==> src/rtl/fp_pkg.sv <==
// Shared floating-point definitions for the multiplier-sharing logic.
// Floats are 31-bit unsigned values: exponent [30:23], mantissa [22:0].
package fp_pkg;

  localparam int unsigned FP_W  = 31;
  localparam int unsigned EXP_W = 8;
  localparam int unsigned MAN_W = 23;

  typedef struct packed {
    logic [EXP_W-1:0] exp;
    logic [MAN_W-1:0] man;
  } float_t;

  // Arbiter FSM: flush the unreset multiplier first, then arbitrate.
  typedef enum logic [0:0] {
    StDrain,
    StRun
  } arb_state_e;

  // Width of a requester index; at least one bit.
  function automatic int unsigned req_idx_w(input int unsigned n);
    return (n > 1) ? $clog2(n) : 1;
  endfunction

endpackage

==> src/rtl/rr_arbiter.sv <==
// Combinational round-robin priority search.
// The search starts at ptr and wraps from NUM_REQ-1 back to 0; the first set
// request bit wins.
// Ports:
//   req   - request vector
//   ptr   - highest-priority requester for this cycle
//   grant - one-hot winner (all zero when nothing requests)
//   idx   - encoded winner (0 when nothing requests)
//   found - any request present
module rr_arbiter
  import fp_pkg::*;
#(
  parameter int unsigned NUM_REQ = 4,
  parameter int unsigned IDX_W   = req_idx_w(NUM_REQ)
) (
  input  logic [NUM_REQ-1:0] req,
  input  logic [IDX_W-1:0]   ptr,
  output logic [NUM_REQ-1:0] grant,
  output logic [IDX_W-1:0]   idx,
  output logic               found
);

  logic [IDX_W-1:0] pos;

  always_comb begin
    grant = '0;
    idx   = '0;
    found = 1'b0;
    pos   = '0;
    for (int unsigned i = 0; i < NUM_REQ; i++) begin
      pos = IDX_W'((32'(ptr) + i) % NUM_REQ);
      if (!found && req[pos]) begin
        found      = 1'b1;
        grant[pos] = 1'b1;
        idx        = pos;
      end
    end
  end

endmodule

==> src/rtl/fp_mul_arbiter.sv <==
// Round-robin sharing of one fixed-latency FP multiplier among NUM_REQ
// requesters. Each issued operation carries its requester index through a tag
// pipe aligned with the multiplier latency, so the result is routed back to
// the requester that issued it.
//
// After reset the block sits in a drain phase for MUL_LATENCY+1 cycles with
// grants suppressed, so stale results from the (unreset) multiplier are never
// returned.
//
// Optional build macro FP_MUL_ARB_CHECK_EN: when defined, err is set (sticky
// until rst) whenever mul_ready disagrees with the tag-pipe head while running.
// When undefined, err is tied low.
//
// Ports:
//   clk, rst            - clock, synchronous active-high reset
//   req_valid/a/b       - per-requester request and packed operands (31 bits each)
//   req_grant           - combinational one-hot grant
//   mul_valid/in_1/in_2 - registered operation to the multiplier
//   mul_ready/result    - multiplier result strobe and value
//   resp_valid/data     - registered one-hot result strobe, shared result bus
//   busy                - draining or operations in flight
//   err                 - sticky tag/result mismatch (check build only)
module fp_mul_arbiter
  import fp_pkg::*;
#(
  parameter int unsigned NUM_REQ     = 4,
  parameter int unsigned MUL_LATENCY = 3
) (
  input  logic                    clk,
  input  logic                    rst,
  input  logic [NUM_REQ-1:0]      req_valid,
  input  logic [NUM_REQ*FP_W-1:0] req_a,
  input  logic [NUM_REQ*FP_W-1:0] req_b,
  output logic [NUM_REQ-1:0]      req_grant,
  output logic                    mul_valid,
  output logic [FP_W-1:0]         mul_in_1,
  output logic [FP_W-1:0]         mul_in_2,
  input  logic                    mul_ready,
  input  logic [FP_W-1:0]         mul_result,
  output logic [NUM_REQ-1:0]      resp_valid,
  output logic [FP_W-1:0]         resp_data,
  output logic                    busy,
  output logic                    err
);

  localparam int unsigned IDX_W = req_idx_w(NUM_REQ);
  localparam int unsigned CNT_W = $clog2(MUL_LATENCY + 1);
  localparam int unsigned INF_W = $clog2(MUL_LATENCY + 2);

  localparam logic [CNT_W-1:0]   DrainLoad = CNT_W'(MUL_LATENCY);
  localparam logic [IDX_W-1:0]   LastIdx   = IDX_W'(NUM_REQ - 1);
  localparam logic [NUM_REQ-1:0] OneHot0   = NUM_REQ'(1);

  // FSM and pointer
  arb_state_e       state_q, state_d;
  logic [CNT_W-1:0] drain_cnt_q, drain_cnt_d;
  logic [IDX_W-1:0] rr_ptr_q, rr_ptr_d;

  // Arbiter outputs
  logic [NUM_REQ-1:0] arb_grant;
  logic [IDX_W-1:0]   arb_idx;
  logic               arb_found;
  logic               xfer;

  // Issue stage
  logic             mul_valid_q;
  logic [IDX_W-1:0] mul_idx_q;
  float_t           mul_a_q, mul_b_q;
  float_t           win_a, win_b;

  // Tag pipe: entry MUL_LATENCY-1 lines up with mul_ready
  logic [MUL_LATENCY-1:0] tag_vld_q;
  logic [IDX_W-1:0]       tag_idx_q [MUL_LATENCY];
  logic                   head_vld;
  logic [IDX_W-1:0]       head_idx;

  // Return stage and occupancy
  logic [NUM_REQ-1:0] resp_valid_q;
  logic [FP_W-1:0]    resp_data_q;
  logic [INF_W-1:0]   inflight_q, inflight_d;

  rr_arbiter #(
    .NUM_REQ (NUM_REQ),
    .IDX_W   (IDX_W)
  ) u_rr_arbiter (
    .req   (req_valid),
    .ptr   (rr_ptr_q),
    .grant (arb_grant),
    .idx   (arb_idx),
    .found (arb_found)
  );

  assign req_grant = (state_q == StRun) ? arb_grant : '0;
  assign xfer      = (state_q == StRun) && arb_found;

  // Operand mux for the winning requester.
  always_comb begin
    win_a = '0;
    win_b = '0;
    for (int unsigned i = 0; i < NUM_REQ; i++) begin
      if (arb_idx == IDX_W'(i)) begin
        win_a = req_a[i*FP_W +: FP_W];
        win_b = req_b[i*FP_W +: FP_W];
      end
    end
  end

  // FSM next state: count down the drain window, then run forever.
  always_comb begin
    state_d     = state_q;
    drain_cnt_d = drain_cnt_q;
    unique case (state_q)
      StDrain: begin
        if (drain_cnt_q == '0) begin
          state_d = StRun;
        end else begin
          drain_cnt_d = drain_cnt_q - 1'b1;
        end
      end
      StRun: begin
        state_d = StRun;
      end
      default: begin
        state_d = StDrain;
      end
    endcase
  end

  always_comb begin
    rr_ptr_d = rr_ptr_q;
    if (xfer) begin
      rr_ptr_d = (arb_idx == LastIdx) ? '0 : arb_idx + 1'b1;
    end
  end

  assign head_vld = tag_vld_q[MUL_LATENCY-1];
  assign head_idx = tag_idx_q[MUL_LATENCY-1];

  always_comb begin
    inflight_d = inflight_q;
    if (xfer && !head_vld) begin
      inflight_d = inflight_q + INF_W'(1);
    end else if (!xfer && head_vld) begin
      inflight_d = inflight_q - INF_W'(1);
    end
  end

  always_ff @(posedge clk) begin
    if (rst) begin
      state_q     <= StDrain;
      drain_cnt_q <= DrainLoad;
      rr_ptr_q    <= '0;
      inflight_q  <= '0;
    end else begin
      state_q     <= state_d;
      drain_cnt_q <= drain_cnt_d;
      rr_ptr_q    <= rr_ptr_d;
      inflight_q  <= inflight_d;
    end
  end

  // Issue register: operands hold when nothing is transferred.
  always_ff @(posedge clk) begin
    if (rst) begin
      mul_valid_q <= 1'b0;
      mul_idx_q   <= '0;
      mul_a_q     <= '0;
      mul_b_q     <= '0;
    end else begin
      mul_valid_q <= xfer;
      if (xfer) begin
        mul_idx_q <= arb_idx;
        mul_a_q   <= win_a;
        mul_b_q   <= win_b;
      end
    end
  end

  // Tag pipe is fed from the issue register so the head lands on mul_ready.
  always_ff @(posedge clk) begin
    if (rst) begin
      tag_vld_q <= '0;
      for (int unsigned i = 0; i < MUL_LATENCY; i++) begin
        tag_idx_q[i] <= '0;
      end
    end else begin
      tag_vld_q[0] <= mul_valid_q;
      tag_idx_q[0] <= mul_idx_q;
      for (int unsigned i = 1; i < MUL_LATENCY; i++) begin
        tag_vld_q[i] <= tag_vld_q[i-1];
        tag_idx_q[i] <= tag_idx_q[i-1];
      end
    end
  end

  // Return stage: trust the tag head, not mul_ready.
  always_ff @(posedge clk) begin
    if (rst) begin
      resp_valid_q <= '0;
      resp_data_q  <= '0;
    end else if (head_vld) begin
      resp_valid_q <= OneHot0 << head_idx;
      resp_data_q  <= mul_result;
    end else begin
      resp_valid_q <= '0;
    end
  end

  assign mul_valid  = mul_valid_q;
  assign mul_in_1   = mul_a_q;
  assign mul_in_2   = mul_b_q;
  assign resp_valid = resp_valid_q;
  assign resp_data  = resp_data_q;
  assign busy       = (state_q == StDrain) || (inflight_q != '0);

`ifdef FP_MUL_ARB_CHECK_EN
  logic err_q;

  always_ff @(posedge clk) begin
    if (rst) begin
      err_q <= 1'b0;
    end else if ((state_q == StRun) && (mul_ready != head_vld)) begin
      err_q <= 1'b1;
    end
  end

  assign err = err_q;
`else
  logic unused_mul_ready;
  assign unused_mul_ready = mul_ready;
  assign err              = 1'b0;
`endif

endmodule

==> config.mk <==
export PLATFORM = sky130hd
export DESIGN_NAME = fp_mul_arbiter
export DESIGN_NICKNAME = d
export VERILOG_FILES = /design/src/rtl/fp_pkg.sv /design/src/rtl/rr_arbiter.sv /design/src/rtl/fp_mul_arbiter.sv
export SDC_FILE = /design/constraint.sdc
export NUM_CORES = 1
export LEC_CHECK = 0
export ABC_AREA = 1
export ABC_CLOCK_PERIOD_IN_PS = 4350
export CORE_AREA = 2 2 150 152
export CTS_CLUSTER_SIZE = 30
export DETAILED_ROUTE_END_ITERATION = 6
export DIE_AREA = 0 0 152 154
export DONT_BUFFER_PORTS = 1
export HOLD_SLACK_MARGIN = 0.06
export PLACE_DENSITY = 0.43
export SLEW_MARGIN = 10
export SYNTH_ARGS = -nofsm -noshare
export SYNTH_HDL_FRONTEND = slang
export SYNTH_SLANG_ARGS = --single-unit
export TNS_END_PERCENT = 10
==> constraint.sdc <==
create_clock -name clk -period 4.35 [get_ports clk]
set_input_delay 0.435 -clock clk [delete_from_list [all_inputs] [get_ports clk]]
set_output_delay 0.435 -clock clk [all_outputs]
set_load 0.01 [all_outputs]
## After elaboration in Yosys (flattened, before gate mapping)

Memories as Yosys holds them, arrays and structs flattened.
Index checks and enable logic that the tools add are counted.

| word-level totals | value |
|---|---|
| bits in registers | 111 |
| RAM bits | 6 |
| input port bits | 286 |
| output and inout bits | 104 |
| word-level logic and storage cells | 112 |
| memories kept | 1 |

| cells by class | value |
|---|---|
| add/subtract/negate cells | 7 |
| $lt $le $gt $ge | 8 |
| eq/ne operators | 3 |
| shifts and indexed selects | 1 |
| mux-type cells | 48 |
| bitwise operators | 9 |
| reductions and logical operators | 22 |

Memories:

| memory | words | width | rd ports | clocked after Yosys merged registers in | write ports | line | text |
|---|---|---|---|---|---|---|---|
| tag_idx_q | 3 | 2 | 3 | 0 | 3 | fp_mul_arbiter.sv:73 | `logic [IDX_W-1:0] tag_idx_q [MUL_LATENCY];` |

Operators by type and width:

| operator | number |
|---|---|
| $mux 31 | 8 |
| $mux 4 | 5 |
| $mux 1 | 16 |
| $mux 2 | 8 |
| $lt 2x3->1 const B | 4 |
| $or 4x4->4 | 3 |
| $logic_and 1x1->1 | 10 |
| $bmux 1 s2 | 4 |
| $demux 1 s2 | 4 |
| $ge 2x1->1 const B | 4 |
| $mux 3 | 2 |
| $logic_not 1->1 | 5 |
| $add 2x1->2 const B | 2 |
| $add 2x2->2 const B | 2 |
| $eq 2x2->1 const B | 2 |
| $logic_not 2->1 | 2 |
| $shl 1x2->4 const A | 1 |
| $add 3x1->3 const B | 1 |
| $not 1->1 | 3 |
| $or 1x1->1 | 3 |
| $reduce_bool 3->1 | 1 |
| $sub 3x1->3 const B | 1 |
| $eq 2x1->1 const B | 1 |
| $pmux 1 s2 | 1 |
| other kinds (5) | 5 |

## Longest topological paths before layout

| depth | value |
|---|---|
| word-level depth | 17 |
| mapped depth | 24 |
| gate-level depth less buffers | 22 |

## Cells and area by module

Synthesis repeated with hierarchy kept, for this count alone.

| second synthesis, totals | value |
|---|---|
| cells, all modules | 1131 |
| area total of the unflattened synthesis | 6780.3 um^2 |

Modules (own cells, without submodules):

| module | instances | cells each | area an instance (um^2) | sequential area each (um^2) |
|---|---|---|---|---|
| fp_mul_arbiter | 1 | 1057 | 6349.8 | 2342.2 |
| rr_arbiter | 1 | 74 | 430.4 | 0.0 |

## Least setup slack after synthesis

No wires, ideal clock.

| timing | value |
|---|---|
| path kind | flip-flop to flip-flop |
| start | reg rr_ptr_q[1] |
| end | reg mul_a_q (netlist bit mul_in_1[14]) |
| setup time | 64 ps |
| arrival time | 3006 ps |
| required time | 4286 ps |
| setup slack | 1280 ps |
| stages on the path, launching flop included | 23 |
| path buffers | 2 |
| period minus slack after synthesis | 3070 ps |
| cell sequence | dfxtp_1 > inv_1 > ha_1 > inv_1 > nand3_1 > nand2_2 > nand2_1 > nor2_1 > nand3_1 > nand2_1 > inv_1 > ha_1 > buf_2 > nor2_2 > buf_2 > nand2_1 > nand2_1 > o21ai_0 > nand2_1 > o21ai_0 > nand2_2 > nand2_1 > nor2_1 |

| on the way | value |
|---|---|
| cells in the longest elaborated chain, start to end | 17 |
| elaborated cells on any way between the ends | 34 |
| classes of those cells | add/sub (3); eq/ne (3); mux (20); reduce/logical (8) |

Ends and longest elaborated chain:

| what | line | text |
|---|---|---|
| start, declared | fp_mul_arbiter.sv:57 | `logic [IDX_W-1:0] rr_ptr_q, rr_ptr_d;` |
| start signal, assigned | fp_mul_arbiter.sv:157 | `rr_ptr_q <= rr_ptr_d;` |
| parallel branches: the longest is 11 deep, another holds $add 2x1->2 | n/a |  |
| $mux 2 * | rr_arbiter.sv:32 | `if (!found && req[pos]) begin` |
| net arb_idx[1] | fp_mul_arbiter.sv:61 | `logic [IDX_W-1:0] arb_idx;` |
| $logic_not 2->1 | fp_mul_arbiter.sv:101 | `if (arb_idx == IDX_W'(i)) begin` |
| $mux 31 (3 in a row) | fp_mul_arbiter.sv:101 |  |
| $mux 31 * | fp_mul_arbiter.sv:101 |  |
| end signal, assigned | fp_mul_arbiter.sv:173 | `mul_a_q <= win_a;` |
| end, declared | fp_mul_arbiter.sv:68 | `float_t mul_a_q, mul_b_q;` |

Mark *: on every way through the listed nets, which the timed path passes. The select of a mux whose other input is x is not followed.
A chain may end at the register's enable or synchronous reset.

## Final worst setup path

| timing | value |
|---|---|
| start | reg rr_ptr_q[0] |
| end | reg mul_a_q (netlist bit mul_in_1[25]) |

The elaborated chain is that of the path after synthesis.

==> results.yml <==
power:
  p_comb_share_pct: 49.5
  power.leakage_nw: 3.43
  p_int_w: 0.00317
  vdd_drop_max_uv: 476
  seq_power_share_pct: 24.0
  p_switching_w: 0.00267
  power_frac_clock_pct: 26.5
  powerDensity_nw_per_um2: 780
  finalPower_w: 0.00584
  netSwitchingFraction_pct: 45.7
timing:
  slew_headroom_pct: 31.0
  period_needed_ns: 3.61
  max_freq_mhz: 277
  slew_violations: 0
  tightest_slew_ns: 1.03
  setup_tns_ns: 0
  hold_ws_ns: 0.0870
  rsz0062_at_grt: "no"
  clock_skew_ns: 0.00811
  finalSetupViolCount: 0
  finalHoldViolCount: 0
  layout_setup_ws_ns: 0.745
  fin_crit_sh_pct: 82.9
global_route:
  grt_overflow: 0
  antenna_found_initial: 2
  grt_pass1_wl_mm: 35.4
  grt_max_degree: 72
  grt_pass1_vias: 6230
  grt_use_total_pct: 19.3
yosys:
  netlist-cell-type-count: 30
  synthCells: 1072
  ys_warn_count: 0
  synth_area_per_cell_um2: 6.29
  syn_nets: 1373
  ys_seq_area_share_pct: 34.8
  synth_area_um2: 6740
  synth_seq_cells: 117
worst_setup_path:
  cp_cell_sequence: "inv_6 -> ha_1 -> inv_1 -> nand3_1 -> nand2_2 -> nand2_1 -> nor2_1 -> nand3_1 -> nand2_1 -> ha_2 -> buf_4 -> a21oi_1 -> nand2_1 -> o21ai_0 -> nand2_1 -> o21ai_0 -> nand2_1 -> nand2_1 -> nor2_1"
  worst-setup-path-type: "reg -> reg"
  critical-path-top-delay-family: "simple AND/OR/NAND/NOR gates"
  rr_worst_depth: 19
  critPathRequiredTime_ns: 4.70
  cp_num_buf_inv: 3
  reg2reg_slack_ns: 0.74
  r2r_start: "rr_ptr_q[0]"
  max_stage_delay_ns: 0.60
  cp_common_cell: "nand2_1"
  worst_setup_path_end_kind: "flop"
  r2r_end: "mul_in_1[25]"
  arrival_ns: 3.95
  slowest_stage: "buf_4"
  cp-start-kind: "flop"
  cp-startpoint: "rr_ptr_q[0]"
  crit_fanout: 62
finish:
  final_util_pct: 34.5
  area_growth_pct: 11.1
  layout.nets: 1335
  drive_above_1_share_pct: 10.4
run:
  max-cap-violations: 0
clock_network:
  cts_made_buffers: 17
  cts_sinks: 117
  cts_tree: "done"
  post_cts_buffers: 0
  cts-root-buf: "clkbuf_16"
  ctsHtreeMaxLevel: 4
  clkSlewWorstSetupHoldPaths_ns: 0.06
  clk_latency_ns: 0.41
  clock_path_buffers: 2
die:
  start_util_pct: 31.1
  rows: 54
  pin_count: 390
  dieWidth_um: 152
  dieHeight_um: 154
  core_area_um2: 21700
  dieArea_um2: 23400
route:
  postRouteAntennaNets: 0
  viasPerCell: 4.88
  drt-initial-drc-count: 304
  drc: 0
  vias: 6481
  wl_per_cell_um: 17.4
  drt_wl_total_mm: 23.1
  dr.pass1.iters: 4
placed_design:
  gp_congestion: 0.783
  io_buffers: 0
  pre_cts_ws_ns: 0.753
  dp_hpwl_mm: 16.6
outcome:
  status: "completed"
worst_hold_path:
  worstHoldStart: "rst"
  holdPathEnd: "tag_vld_q[0]"
  hold_depth: 1
  min_path_type: "in -> reg"
## sequential cells by signal, summed over array words and instances (netlist names)
| signal | flops |
|---|---|
| mul_idx_q | 2 |
| tag_vld_q | 3 |
| mul_in_1 | 31 |
| resp_data | 31 |
| mul_in_2 | 31 |
| inflight_q | 3 |
| rr_ptr_q | 2 |
| state_q | 1 |
| drain_cnt_q | 2 |
| mul_valid | 1 |
| resp_valid | 4 |
| tag_idx_q | 6 |
## worst register-to-register path: stages, from the launching register on
cell and delay [ns]:
dfxtp_1 0.41, inv_6 0.08, ha_1 0.37, inv_1 0.14
nand3_1 0.10, nand2_2 0.15, nand2_1 0.09, nor2_1 0.25
nand3_1 0.11, nand2_1 0.17, ha_2 0.21, buf_4 0.60
a21oi_1 0.22, nand2_1 0.12, o21ai_0 0.08, nand2_1 0.09
o21ai_0 0.11, nand2_1 0.10, nand2_1 0.06, nor2_1 0.08
## per-stage QoR
stage	area [um2]	instances
floorplan	6740	1072
global placement	6830	1294
detailed placement	6830	1294
CTS	7470	1326
global route	7480	1327
finish	7490	1328
## cell families (layout without fill, tap and decap cells)
| kind of cell | after synthesis | count (layout) | synth area share, % |
|---|---|---|---|
| AND/OR/NAND/NOR | 586 | 586 | 35.7 |
| other | 1 | 2 | 0.0556 |
| flip-flops | 117 | 117 | 34.8 |
| buffers and inverters | 114 | 89 | 8.67 |
| AO/OA/AOI/OAI | 239 | 239 | 18.0 |
| adder cells (fa/ha/maj) | 15 | 15 | 2.90 |
## cell usage in the layout, fill, tap and decap left out, types with 3 or more instances in the layout
cell type / synthesis / routed
buf_12: 3 / 3
inv_6: 1 / 5
nand3_1: 18 / 18
ha_1: 14 / 12
nor2_2: 7 / 6
a22oi_1: 4 / 4
clkbuf_16: 0 / 17
bufinv_16: 0 / 4
dfxtp_1: 117 / 117
clkinv_4: 0 / 4
nand2_2: 41 / 41
buf_4: 4 / 12
inv_1: 36 / 35
o21ai_1: 46 / 46
nor2_1: 207 / 207
nand2_4: 3 / 3
nand2_1: 304 / 304
o21ai_0: 118 / 118
a21oi_1: 70 / 70
## area by class of cell
type | count | area [um2]
repair buffers | 16 | 160
flip-flops and latches | 117 | 2340
clock buffers | 17 | 425
inverters | 41 | 165
fillers | 2446 | 14200
multi-input cells | 841 | 3820
well taps | 280 | 350
clock inverters | 15 | 218
diodes | 1 | 2.50
## how the worst max path moves through the flow
stage | end | cells past startpoint
finish | mul_in_1[25] | 19
detailed placement | mul_in_2[16] | 17
global route | mul_in_1[17] | 17
floorplan | mul_in_1[14] | 22
CTS | mul_in_2[16] | 17
global placement | mul_in_1[17] | 17
## Yosys cell counts, drive strengths merged
cell	number	area (um2)
nand3	20	110
o21ai	164	821
nor2	214	821
o2bb2ai	1	8.76
nand3b	1	7.51
nand4	3	33.8
clkinv	1	3.75
ha	14	175
a21oi	70	350
fa	1	20.0
dfxtp	117	2340
nand2	348	1430
inv	40	158
conb	1	3.75
clkbuf	39	146
buf	34	277
a22oi	4	30.0
## power groups by stage
| stage | clock (W) | sequential, W | combinational [W] |
|---|---|---|---|
| 2_1_floorplan | 0 | 0.00137 | 0.00229 |
| 3_3_place_gp | 0 | 0.00143 | 0.00291 |
| 3_5_place_dp | 0 | 0.00143 | 0.00292 |
| 4_1_cts | 0.00159 | 0.00141 | 0.00293 |
| 5_1_grt | 0.00164 | 0.00142 | 0.00339 |
| 6_report | 0.00154 | 0.00140 | 0.00289 |
## metal layers
layer | GRT usage [%] | wire, um | up-vias
met1 | 22.1 | 9530 | 2889
li1 | - | - | 3341
met3 | 5.78 | 1610 | 16
met2 | 35.0 | 11700 | 233
met5 | 0 | 13 | -
met4 | 4.63 | 207 | 2
## what timing repair did
item | 4_1_cts | 5_1_grt
resized for setup | 0 | 0
hold buffers | 0 | 1
hold endpoints to repair | 0 | 1
(Power assumes the default switching activity.)
